$ cat src/rtl/mul_arbiter.sv
// Two-requester front end for a shared iterative multiplier.
// One operation is in flight at a time: a requester's operand pair is
// accepted in IDLE, issued to the multiplier, the product is held and
// returned to the requester that owns it, then the next request is accepted.
module mul_arbiter #(
    parameter int RR_EN = 1
) (
    input  logic        clk,
    input  logic        reset,
    // requester 0
    input  logic        req0_valid,
    output logic        req0_ready,
    input  logic [32:0] req0_src1,
    input  logic [32:0] req0_src2,
    output logic        rsp0_valid,
    input  logic        rsp0_ready,
    output logic [63:0] rsp0_result,
    // requester 1
    input  logic        req1_valid,
    output logic        req1_ready,
    input  logic [32:0] req1_src1,
    input  logic [32:0] req1_src2,
    output logic        rsp1_valid,
    input  logic        rsp1_ready,
    output logic [63:0] rsp1_result,
    // shared multiplier
    output logic        mul_in_valid,
    input  logic        mul_in_ready,
    output logic [32:0] mul_src1,
    output logic [32:0] mul_src2,
    input  logic        mul_out_valid,
    input  logic [63:0] mul_result,
    // status
    output logic [15:0] done0_cnt,
    output logic [15:0] done1_cnt,
    output logic        err_spurious
);

    typedef enum logic [1:0] {
        ST_IDLE  = 2'd0,
        ST_ISSUE = 2'd1,
        ST_BUSY  = 2'd2,
        ST_RESP  = 2'd3
    } state_t;

    state_t      state_q, state_d;
    logic [32:0] src1_q, src1_d;
    logic [32:0] src2_q, src2_d;
    logic        owner_q, owner_d;
    logic        last_grant_q, last_grant_d;
    logic [63:0] hold_q, hold_d;
    logic [15:0] cnt0_q, cnt0_d;
    logic [15:0] cnt1_q, cnt1_d;
    logic        err_q, err_d;
    logic        mul_in_valid_q, mul_in_valid_d;
    logic        rsp0_valid_q, rsp0_valid_d;
    logic        rsp1_valid_q, rsp1_valid_d;

    logic [1:0]  grant_s;
    logic        idle_s;

    // One-hot grant: bit 0 = requester 0, bit 1 = requester 1.
    // With round-robin a tie goes to whoever was not granted last
    // (last = 1 means requester 1 went last, so requester 0 wins).
    function automatic logic [1:0] arb_grant(input logic v0, input logic v1, input logic last);
        logic [1:0] g;
        g = 2'b00;
        if (v0 && v1) begin
            if (RR_EN != 0) begin
                g = last ? 2'b01 : 2'b10;
            end else begin
                g = 2'b01;
            end
        end else if (v0) begin
            g = 2'b01;
        end else if (v1) begin
            g = 2'b10;
        end else begin
            g = 2'b00;
        end
        return g;
    endfunction

    // Arbitration decision and request-side ready outputs (only meaningful in IDLE).
    always_comb begin
        grant_s    = arb_grant(req0_valid, req1_valid, last_grant_q);
        idle_s     = (state_q == ST_IDLE);
        req0_ready = idle_s && grant_s[0] && !reset;
        req1_ready = idle_s && grant_s[1] && !reset;
    end

    // Next-state and datapath update for the single outstanding operation.
    always_comb begin
        state_d        = state_q;
        src1_d         = src1_q;
        src2_d         = src2_q;
        owner_d        = owner_q;
        last_grant_d   = last_grant_q;
        hold_d         = hold_q;
        cnt0_d         = cnt0_q;
        cnt1_d         = cnt1_q;
        err_d          = err_q;
        mul_in_valid_d = mul_in_valid_q;
        rsp0_valid_d   = rsp0_valid_q;
        rsp1_valid_d   = rsp1_valid_q;

        case (state_q)
            ST_IDLE: begin
                if (grant_s[0]) begin
                    src1_d         = req0_src1;
                    src2_d         = req0_src2;
                    owner_d        = 1'b0;
                    last_grant_d   = 1'b0;
                    mul_in_valid_d = 1'b1;
                    state_d        = ST_ISSUE;
                end else if (grant_s[1]) begin
                    src1_d         = req1_src1;
                    src2_d         = req1_src2;
                    owner_d        = 1'b1;
                    last_grant_d   = 1'b1;
                    mul_in_valid_d = 1'b1;
                    state_d        = ST_ISSUE;
                end else begin
                    state_d        = ST_IDLE;
                end
            end
            ST_ISSUE: begin
                if (mul_in_valid_q && mul_in_ready) begin
                    mul_in_valid_d = 1'b0;
                    state_d        = ST_BUSY;
                end else begin
                    state_d        = ST_ISSUE;
                end
            end
            ST_BUSY: begin
                if (mul_out_valid) begin
                    hold_d       = mul_result;
                    rsp0_valid_d = (owner_q == 1'b0);
                    rsp1_valid_d = (owner_q == 1'b1);
                    state_d      = ST_RESP;
                end else begin
                    state_d      = ST_BUSY;
                end
            end
            ST_RESP: begin
                if (rsp0_valid_q && rsp0_ready) begin
                    cnt0_d       = cnt0_q + 16'd1;
                    rsp0_valid_d = 1'b0;
                    state_d      = ST_IDLE;
                end else if (rsp1_valid_q && rsp1_ready) begin
                    cnt1_d       = cnt1_q + 16'd1;
                    rsp1_valid_d = 1'b0;
                    state_d      = ST_IDLE;
                end else begin
                    state_d      = ST_RESP;
                end
            end
            default: begin
                mul_in_valid_d = 1'b0;
                rsp0_valid_d   = 1'b0;
                rsp1_valid_d   = 1'b0;
                state_d        = ST_IDLE;
            end
        endcase

        // A result pulse outside BUSY has no owner: flag it and never use its data.
        if (mul_out_valid && (state_q != ST_BUSY)) begin
            err_d = 1'b1;
        end else begin
            err_d = err_d;
        end
    end

    // State registers with synchronous reset; reset aborts any in-flight operation.
    always_ff @(posedge clk) begin
        if (reset) begin
            state_q        <= ST_IDLE;
            src1_q         <= 33'd0;
            src2_q         <= 33'd0;
            owner_q        <= 1'b0;
            last_grant_q   <= 1'b1;
            hold_q         <= 64'd0;
            cnt0_q         <= 16'd0;
            cnt1_q         <= 16'd0;
            err_q          <= 1'b0;
            mul_in_valid_q <= 1'b0;
            rsp0_valid_q   <= 1'b0;
            rsp1_valid_q   <= 1'b0;
        end else begin
            state_q        <= state_d;
            src1_q         <= src1_d;
            src2_q         <= src2_d;
            owner_q        <= owner_d;
            last_grant_q   <= last_grant_d;
            hold_q         <= hold_d;
            cnt0_q         <= cnt0_d;
            cnt1_q         <= cnt1_d;
            err_q          <= err_d;
            mul_in_valid_q <= mul_in_valid_d;
            rsp0_valid_q   <= rsp0_valid_d;
            rsp1_valid_q   <= rsp1_valid_d;
        end
    end

    assign mul_in_valid = mul_in_valid_q;
    assign mul_src1     = src1_q;
    assign mul_src2     = src2_q;
    assign rsp0_valid   = rsp0_valid_q;
    assign rsp1_valid   = rsp1_valid_q;
    assign rsp0_result  = hold_q;
    assign rsp1_result  = hold_q;
    assign done0_cnt    = cnt0_q;
    assign done1_cnt    = cnt1_q;
    assign err_spurious = err_q;

endmodule
$ cat config.mk
export PLATFORM = sky130hd
export DESIGN_NAME = mul_arbiter
export DESIGN_NICKNAME = d
export VERILOG_FILES = /design/src/rtl/mul_arbiter.sv
export SDC_FILE = /design/constraint.sdc
export NUM_CORES = 1
export LEC_CHECK = 0
export BUFFER_PORTS_ARGS = -buffer_cell sky130_fd_sc_hd__buf_2
export CORE_AREA = 2 2 172 174
export DETAILED_ROUTE_END_ITERATION = 10
export DIE_AREA = 0 0 174 176
export GPL_TIMING_DRIVEN = 0
export MAX_ROUTING_LAYER = met4
export PLACE_DENSITY = 0.55
export SLEW_MARGIN = 5
export SYNTH_ARGS = -nofsm -noshare
export SYNTH_HDL_FRONTEND = slang
export SYNTH_SLANG_ARGS = --single-unit
$ cat constraint.sdc
create_clock -name clk -period 2.5 [get_ports clk]
set_input_delay 0.125 -clock clk [delete_from_list [all_inputs] [get_ports clk]]
set_output_delay 0.125 -clock clk [all_outputs]
set_load 0.03 [all_outputs]
==> results.cfg, run 1 <==
[outcome]
outcome = complete, no violations

[die]
die_h_um = 176
die_x_um = 174
floorplan.die_area_um2 = 30600
initial_core_util_pct = 25.6
num_rows = 62
pin_count = 436
core_area_um2 = 28500

[setup_path]
crit_family = buffers and inverters
crit_buf_inv = 3
cp.arrival_ps = 2180
critical_path.cell_chain = o21ai_2 > buf_2 > buf_2 > nor4_1 > buf_2
critical_path.startpoint_type = flip-flop
cpMaxStageDelayCell = buf_2
crit_fanout = 10
crit_top_cell = buf_2
path_class = reg2out
worstPathRequired_ps = 2380
slowest_delay_ps = 400
critPathCaptureType = output port

[sta]
layout_min_cycle_time_ps = 2300
drv_slew = 0
maxSlewHeadroom_pct = 44.9
finalSetupViolCount = 0
setup-tns-final_ps = 0
max_freq_mhz = 434
tightestPinTransition_ps = 826
hold_violations = 0
min_period_over_period_pct = 92.1
rsz0062_at_grt = no
clock-skew-final_ps = 13.7

[power_and_ir_drop]
p_sw_share_pct = 31.3
p_leak_nw = 5.43
internal_power_w = 0.00481
p_comb_share_pct = 19.8
p_sw_w = 0.00219
vdd_ir_drop_max_mv = 0.394
seqPwrFrac_pct = 42.4
p_per_area_nw_per_um2 = 624
power_frac_clock_pct = 37.9

[synthesis]
ys_seq_area_share_pct = 46.5
synth_top_area_share_pct = 46.5
synth_flop_cell = dfxtp_1
yosys-top-cells-count = 170 x dfxtp_1, 145 x nand2_1, 90 x a21oi_1
synth_edf_count = 0
netlist_instances = 856
synth_fp_nets = 1062
syn_area_um2 = 7320
synth-async-reset-ratio_pct = 0
avgSynthCellArea_um2 = 8.55
synth.most_common_cell = dfxtp_1
yosys-top-cells-area = dfxtp_1 46%, mux2i_1 9.0%, nand2_1 7.4%, a211oi_1 6.9%, buf_4 6.6%
yosysTopAreaCell = dfxtp_1
ys_types = 35
ys_ff_latch = 170
ys_warn_count = 0

[global_routing]
first_global_vias = 7595
use_met2_pct = 33.8
grt_remaining_overflow = 0
grt_pass1_wl_um = 43700
grt-busiest-layer = met2
antenna_found_initial = 6
gr-usage-met1_pct = 21.6
grt_max_degree = 17
groute.usage.overall_pct = 19.0
grt_use_met3_pct = 4.59

[clocking]
cts_buffer_depth = 2
clkTransAtPathRegs_ps = 80
clkSinkCount = 170
htree_num_levels = 4
cts_tree = done
cts_buffers = 17
postCtsSetupRepairBufs = 0
cts-root-buf = clkbuf_16
clock_latency_ps = 420

[placed_design]
place.gp.congestion = 0.837
dpl.hpwl_um = 22900
io_buffers = 434

[routing]
drtIter0Drc = 367
first_pass_iters = 4
drcViolationCount = 0
routed-via-count = 7872
via_per_inst = 4.44
finalWirelength_um = 29400
detail-route-antenna-nets = 0
wl_per_cell_um = 16.6

[finish]
postLayoutCoreUtil_pct = 39.3
fin_nets = 1580
drive_above_1_share_pct = 39.1
synthToLayoutAreaGrowth_pct = 53.2

[flow_run]
drv_cap = 0

[hold_path]
hold_path_class = in2reg
==> per-layer routing <==
layer / routed length [µm] / part of all wire [%]
met3: 1950 / 6.6
met5: 0 / 0
met4: 420 / 1.4
met1: 12000 / 41
met2: 14900 / 51
==> flip-flops by register name, indices dropped and copies added (netlist names) <==
name          flops
rsp1_valid        1
mul_in_valid      1
owner_q           1
mul_src2         33
done0_cnt        16
rsp0_valid        1
done1_cnt        16
mul_src1         33
last_grant_q      1
rsp0_result      64
err_spurious      1
state_q           2
==> placed cells by master (no fill, tap or decap), drive strengths merged, types with 11 or more instances in the layout <==
cell         instances
a21oi               90
nand3               11
inv                 15
clkbuf              62
dfxtp              170
buf                514
mux2i               66
o21ai               16
a211oi              67
nand2              145
nor2                86
dlygate4sd3         65
==> per-stage QoR <==
stage	total power [W]	cells	hold WS (ps)	cell area, µm²	worst slack, ps
floorplan	0.00381	856	261	7320	500
global placement	0.00433	1674	366	9970	71.9
detailed placement	0.00433	1674	372	9970	41.9
CTS	0.00708	1770	15.3	11200	16.2
global route	0.00733	1773	26.2	11200	18.4
finish	0.00699	1773	34.0	11200	197
==> final timing paths <==
check                               startpoint                           end  slack [ps]  cells after the start
setup / recovery     last_grant_q$_SDFFE_PP1P_                    req0_ready         200                      5
hold / removal                   req0_src1[10]     mul_src1[10]$_SDFFE_PP0P_          30                      3
setup reg to reg         state_q[0]$_SDFF_PP0_     mul_src1[25]$_SDFFE_PP0P_         290                      6
hold reg to reg   rsp0_result[10]$_SDFFE_PP0P_  rsp0_result[10]$_SDFFE_PP0P_         470                      2
==> power groups by stage <==
stage | Sequential [W] | Combinational, W | Clock [W]
5_1_grt | 0.00298 | 0.00150 | 0.00285
2_1_floorplan | 0.00332 | 0.000490 | 0
4_1_cts | 0.00296 | 0.00140 | 0.00272
3_3_place_gp | 0.00302 | 0.00131 | 0
6_report | 0.00296 | 0.00138 | 0.00265
3_5_place_dp | 0.00302 | 0.00131 | 0
==> final cells by class <==
cell class	count	area, µm²
diodes	3	7.51
plain buffers	124	719
clock buffers	18	439
clock inverters	13	133
fillers	2982	17300
inverters	8	30.0
multi-input cells	554	3180
flip-flops and latches	170	3400
well taps	384	480
repair buffers	499	2820
==> worst register-to-register path, cell delays in order, from the launching register on <==
cell and delay, ps:
dfxtp_1 380, nor2_1 280, o21a_1 180, clkbuf_1 300
clkbuf_2 320, clkbuf_1 470, a211oi_1 150
==> kinds of logic after synthesis <==
family                   Yosys count  synth area share, %
AND/OR/NAND/NOR                  289                 17.2
AO/OA/AOI/OAI                    184                 15.3
flip-flops                       170                 46.5
buffers and inverters            132                 10.2
multiplexers                      66                 9.02
XOR/XNOR                          13                 1.56
adder cells (fa/ha/maj)            2                0.342
==> repair_timing <==
action                                  in CTS  in global routing
gates resized for setup                      1                  8
endpoints found under the setup margin       1                 63
hold endpoints to repair                    65                  0
cloned                                       0                  0
hold buffers                                65                  0
Power figures use the tool's default switching activity.
==> run 2, diff against run 1 <==
--- a/config.mk
+++ b/config.mk
@@ -5,13 +5,14 @@
 export SDC_FILE = /design/constraint.sdc
 export NUM_CORES = 1
 export LEC_CHECK = 0
+export ABC_AREA = 1
 export BUFFER_PORTS_ARGS = -buffer_cell sky130_fd_sc_hd__buf_2
-export CORE_AREA = 2 2 172 174
+export CORE_AREA = 2 2 171 173
 export DETAILED_ROUTE_END_ITERATION = 10
-export DIE_AREA = 0 0 174 176
+export DIE_AREA = 0 0 173 175
 export GPL_TIMING_DRIVEN = 0
 export MAX_ROUTING_LAYER = met4
-export PLACE_DENSITY = 0.55
+export PLACE_DENSITY = 0.57
 export SLEW_MARGIN = 5
 export SYNTH_ARGS = -nofsm -noshare
 export SYNTH_HDL_FRONTEND = slang
==> constraint.sdc (replaced) <==
create_clock -name clk -period 2.7 [get_ports clk]
set_input_delay 0.135 -clock clk [delete_from_list [all_inputs] [get_ports clk]]
set_output_delay 0.135 -clock clk [all_outputs]
set_load 0.03 [all_outputs]
==> results.cfg, run 2 <==
[synthesis]
synth_fp_nets = 1353
syn_area_um2 = 7900
synth_top_area_share_pct = 43.1
avgSynthCellArea_um2 = 6.89
yosysTopAreaCell = dfxtp_1
synth-async-reset-ratio_pct = 0
synth_flop_cell = dfxtp_1
yosys-top-cells-area = dfxtp_1 43%, nor2_1 15%, o21ai_0 11%, nand2_1 6.7%, buf_4 6.3%
yosys-top-cells-count = 324 x nor2_1, 170 x dfxtp_1, 167 x o21ai_0
ys_ff_latch = 170
ys_warn_count = 0
ys_types = 29
ys_seq_area_share_pct = 43.1
synth_edf_count = 0
netlist_instances = 1147
synth.most_common_cell = nor2_1

[setup_path]
worstPathRequired_ps = 2570
critical_path.startpoint_type = flip-flop
path_class = reg2out
crit_fanout = 10
cp.arrival_ps = 1970
critPathCaptureType = output port

[clocking]
clkSinkCount = 170
cts_buffer_depth = 2
cts_tree = done
cts-root-buf = clkbuf_16
clock_latency_ps = 440
clkTransAtPathRegs_ps = 60
cts_buffers = 17
cts_resized = 0
htree_num_levels = 4

[finish]
layout_commonest_cell = buf_2
drive_above_1_share_pct = 34.1
instances_no_fill = 2064
postLayoutCoreUtil_pct = 41.4
multi_input_area_um2 = 3240
largest_register_ffs = 64
fin_nets = 1872
synthToLayoutAreaGrowth_pct = 48.7
final_cell_mix = 447 x buf_2, 324 x nor2_1, 170 x dfxtp_1, 167 x o21ai_0, 141 x nand2_1
regArea_um2 = 3400
fill_cells = 3014

[routing]
via_per_inst = 4.30
drtIter0Drc = 403
detail-route-antenna-nets = 0
finalWirelength_um = 30100
wl_per_cell_um = 14.6
routed-via-count = 8872
drcViolationCount = 0
first_pass_iters = 5

[sta]
rsz0062_at_grt = no
setup-tns-final_ps = 0
max_freq_mhz = 476
drv_slew = 0
layout_min_cycle_time_ps = 2100
hold_violations = 0
finalSetupViolCount = 0
worst_hold_slack_ps = 24.5
clock-skew-final_ps = 15.5
tightestPinTransition_ps = 741
min_period_over_period_pct = 77.8
maxSlewHeadroom_pct = 50.6

[global_routing]
groute.usage.overall_pct = 20.3
first_global_vias = 8552
grt_pass1_wl_um = 46800
grt_remaining_overflow = 0
grt_max_degree = 17
antenna_found_initial = 1

[die]
floorplan.die_area_um2 = 30300
num_rows = 62
initial_core_util_pct = 27.8
die_x_um = 173
die_h_um = 175
core_area_um2 = 28400
pin_count = 436

[power_and_ir_drop]
vdd_ir_drop_max_mv = 0.363
p_per_area_nw_per_um2 = 564
p_leak_nw = 6.37

[placed_design]
io_buffers = 435
dpl.hpwl_um = 23300
post-place-cells = 1966
place.gp.congestion = 0.871

[outcome]
outcome = complete, no violations

[hold_path]
hold_path_class = in2reg

[flow_run]
drv_cap = 0
## run 2: critical path, cell delays in order, from the launching register on
cell,delay [ps]
dfxtp_1,320
inv_1,140
nand2_1,140
inv_2,90
o21ai_4,100
inv_2,110
buf_6,170
nand2_1,130
nor2_1,110
buf_2,230
## run 2: worst paths after layout
kind                                 endpoint  slack, ps             startpoint  depth (start not counted)
setup / recovery                   req1_ready        600  state_q[1]$_SDFF_PP0_                          9
hold / removal    rsp0_result[3]$_SDFFE_PP0P_         20          mul_result[3]                          3
setup reg to reg  rsp0_result[3]$_SDFFE_PP0P_       1030  state_q[1]$_SDFF_PP0_                          8
hold reg to reg          owner_q$_SDFFE_PP0P_        460   owner_q$_SDFFE_PP0P_                          2
## run 2: layer usage
metal  share of wire (%)  routed length, µm  GRT usage (%)  up-vias
met4                 1.2                367           5.30        0
li1                    -                  -              -     4563
met1                  42              12800           23.4     3955
met3                 6.4               1920           4.77       24
met5                   0                  0              -        -
met2                  50              15100           35.3      330
## run 2: report_power, final
part           internal, W  total, W  switching [W]
combinational     0.000542   0.00153       0.000987
sequential         0.00268   0.00279       0.000103
clock              0.00121   0.00231        0.00110
total              0.00443   0.00663        0.00219
## run 2: area by class of cell
cell class	count	area share, %
clock buffer	20	3.80
inverter	109	3.48
tap	384	4.09
antenna	1	0.0213
clock inverter	12	0.767
timing repair buffer	500	24.1
sequential	170	29.0
buffer	125	7.19
multi-input combinational	743	27.6
## run 2: kinds of logic after synthesis
logic type                 after synthesis  synth area share (%)
AOI/OAI and AO/OA                      234                  15.3
and+or+nand+nor                        505                  25.3
adders and majority gates                2                 0.317
DFF                                    170                  43.1
buffers and inverters                  234                  15.9
xor gates and xnor gates                 2                 0.222
## run 2: what timing repair did
item	CTS	global route
hold endpoints to repair	66	0
setup buffers	0	0
hold buffers	65	0
## run 2: through the flow
stage / power [W] / setup slack, ps / area (µm²)
after floorplan: 0.00375 / 1180 / 7900
after global placement: 0.00430 / 648 / 10600
after detailed placement: 0.00431 / 634 / 10600
after CTS: 0.00671 / 526 / 11700
after global routing: 0.00698 / 382 / 11700
final: 0.00663 / 599 / 11700
==> run 3, diff against run 2 <==
--- a/config.mk
+++ b/config.mk
@@ -7,12 +7,12 @@
 export LEC_CHECK = 0
 export ABC_AREA = 1
 export BUFFER_PORTS_ARGS = -buffer_cell sky130_fd_sc_hd__buf_2
-export CORE_AREA = 2 2 171 173
+export CORE_AREA = 2 2 169 171
 export DETAILED_ROUTE_END_ITERATION = 10
-export DIE_AREA = 0 0 173 175
+export DIE_AREA = 0 0 171 173
 export GPL_TIMING_DRIVEN = 0
 export MAX_ROUTING_LAYER = met4
-export PLACE_DENSITY = 0.57
+export PLACE_DENSITY = 0.61
 export SLEW_MARGIN = 5
 export SYNTH_ARGS = -nofsm -noshare
 export SYNTH_HDL_FRONTEND = slang
==> constraint.sdc (replaced) <==
create_clock -name clk -period 1.9 [get_ports clk]
set_input_delay 0.095 -clock clk [delete_from_list [all_inputs] [get_ports clk]]
set_output_delay 0.095 -clock clk [all_outputs]
set_load 0.03 [all_outputs]
==> results.cfg, run 3 (synthesis results as in run 2) <==
[global_routing]
groute.usage.overall_pct = 21.4
antenna_found_initial = 5
first_global_vias = 8729
grt_max_degree = 17
grt_remaining_overflow = 0
grt_pass1_wl_um = 47300

[clocking]
cts-root-buf = clkbuf_16
clkTransAtPathRegs_ps = 80
htree_num_levels = 4
cts_buffer_depth = 2
clock_latency_ps = 430
cts_tree = done
clkSinkCount = 170
cts_buffers = 17

[hold_path]
holdPathStages = 5
hold_path_class = in2reg
holdPathEnd = mul_src2[11]$_SDFFE_PP0P_
min_from = req1_src2[11]

[routing]
wl_per_cell_um = 15.1
via_per_inst = 4.35
route.met3.wl_um = 2040
finalWirelength_um = 31600
first_pass_iters = 5
routed-via-count = 9100
m1WireLength_um = 12600
detail-route-antenna-nets = 0
drtIter0Drc = 473
drcViolationCount = 0
highest_layer = met4
dr_wl_met2_um = 16200

[finish]
drive_above_1_share_pct = 33.9
fin_nets = 1903
instances_no_fill = 2092
layout_commonest_cell = buf_2
synthToLayoutAreaGrowth_pct = 53.2
final_cell_mix = 446 x buf_2, 323 x nor2_1, 169 x dfxtp_1, 167 x o21ai_0, 139 x nand2_1
largest_register_ffs = 64

[power_and_ir_drop]
internal_power_w = 0.00648
p_sw_share_pct = 33.0
vdd_ir_drop_max_mv = 0.477
p_sw_w = 0.00320
p_comb_share_pct = 23.3
p_per_area_nw_per_um2 = 800
p_leak_nw = 6.54
seqPwrFrac_pct = 40.9
power_frac_clock_pct = 35.7

[sta]
rsz0062_at_grt = no
finalSetupViolCount = 0
min_period_over_period_pct = 92.3
fin_ws_ps = 147
tightestPinTransition_ps = 735
layout_min_cycle_time_ps = 1750
clock-skew-final_ps = 15.9
drv_slew = 0
maxSlewHeadroom_pct = 51.0
max_freq_mhz = 570
hold_violations = 0

[setup_path]
r2r-end = rsp0_result[3]$_SDFFE_PP0P_
path_class = reg2out
ff2ff_setup_slack_ps = 270
crit_fanout = 8
critPathCaptureType = output port
worstPathRequired_ps = 1800
cp.arrival_ps = 1660
r2r_start = state_q[1]$_SDFF_PP0_
ff2ff_path_depth = 8
critical_path.startpoint_type = flip-flop

[die]
initial_core_util_pct = 28.6
die_x_um = 171
pin_count = 436
num_rows = 61
die_h_um = 173
floorplan.die_area_um2 = 29600
core_area_um2 = 27600

[placed_design]
post-place-cells = 1960
place.gp.congestion = 0.855
place_ws_ps = -137
dpl.hpwl_um = 24200
io_buffers = 435

[outcome]
outcome = complete, no violations

[flow_run]
drv_cap = 0
run 3: cell count changes in the layout (fill, tap and decap cells not counted), moves of 2 or more:
cell | previous run | this run
clkinvlp_4 | 6 | 1
dlygate4sd3_1 | 65 | 93
diode_2 | 1 | 5
nand2_1 | 141 | 139
buf_4 | 66 | 69
nand2_2 | 1 | 3
inv_6 | 3 | 7
run 3: how the worst max path moves through the flow:
stage / startpoint / to / slack (ps) / cells past startpoint
after global placement: reset / rsp0_result[1]$_SDFFE_PP0P_ / -180 / 6
after floorplan: rsp0_valid$_SDFFE_PP0P_ / done0_cnt[15]$_SDFFE_PP0P_ / 380 / 8
after global routing: state_q[1]$_SDFF_PP0_ / rsp0_result[3]$_SDFFE_PP0P_ / 7 / 8
after CTS: state_q[0]$_SDFF_PP0_ / req1_ready / 40 / 9
after detailed placement: reset / done1_cnt[1]$_SDFFE_PP0P_ / -140 / 6
final: state_q[1]$_SDFF_PP0_ / req1_ready / 150 / 9
run 3: power groups by stage:
stage               sequential, W  clock [W]  combinational, W
finish                    0.00396    0.00346           0.00226
global route              0.00399    0.00367           0.00246
CTS                       0.00396    0.00353           0.00227
detailed placement        0.00403          0           0.00209
global placement          0.00403          0           0.00208
floorplan                 0.00449          0          0.000833
run 3: layout make-up:
cell class | count | area [µm²]
multi-input combinational | 743 | 3260
buffer | 125 | 848
inverter | 109 | 409
tap | 378 | 473
fill | 2860 | 15500
clock inverter | 13 | 133
antenna | 5 | 12.5
sequential | 170 | 3410
clock buffer | 18 | 429
timing repair buffer | 531 | 3140
run 3: worst max-delay path, cell delays in order (launching register included):
cell,delay (ps)
dfxtp_1,350
inv_2,70
nand2_2,100
inv_2,50
o21ai_4,120
inv_2,110
buf_8,140
nand2_2,90
nor2_4,40
buf_6,160
run 3: what timing repair did:
| item | 4_1_cts | 5_1_grt |
|---|---|---|
| buffers inserted | 2 | 1 |
| endpoints found under the setup margin | 1 | 1 |
| resized for setup | 8 | 2 |
| hold buffers | 93 | 0 |
| pin swaps | 2 | 1 |
| endpoints found under the hold margin | 93 | 0 |
run 3: metal layers:
layer  vias to the layer above  global-route usage [%]
li1                       4647                       -
met1                      4076                    23.0
met2                       340                    38.5
met3                        37                    4.58
met4                         0                    7.31
met5                         -                       -
run 3: stage by stage:
step	setup TNS [ps]	hold slack [ps]	instance area (µm²)	total power, W	util (%)
3_5_place_dp	-1020	322	10600	0.00613	38.2
4_1_cts	0	0.0688	12100	0.00977	43.7
5_1_grt	0	22.2	12100	0.0101	43.8
6_report	0	16.1	12100	0.00968	43.8
3_3_place_gp	-1640	318	10600	0.00612	38.2
2_1_floorplan	0	173	7900	0.00532	-
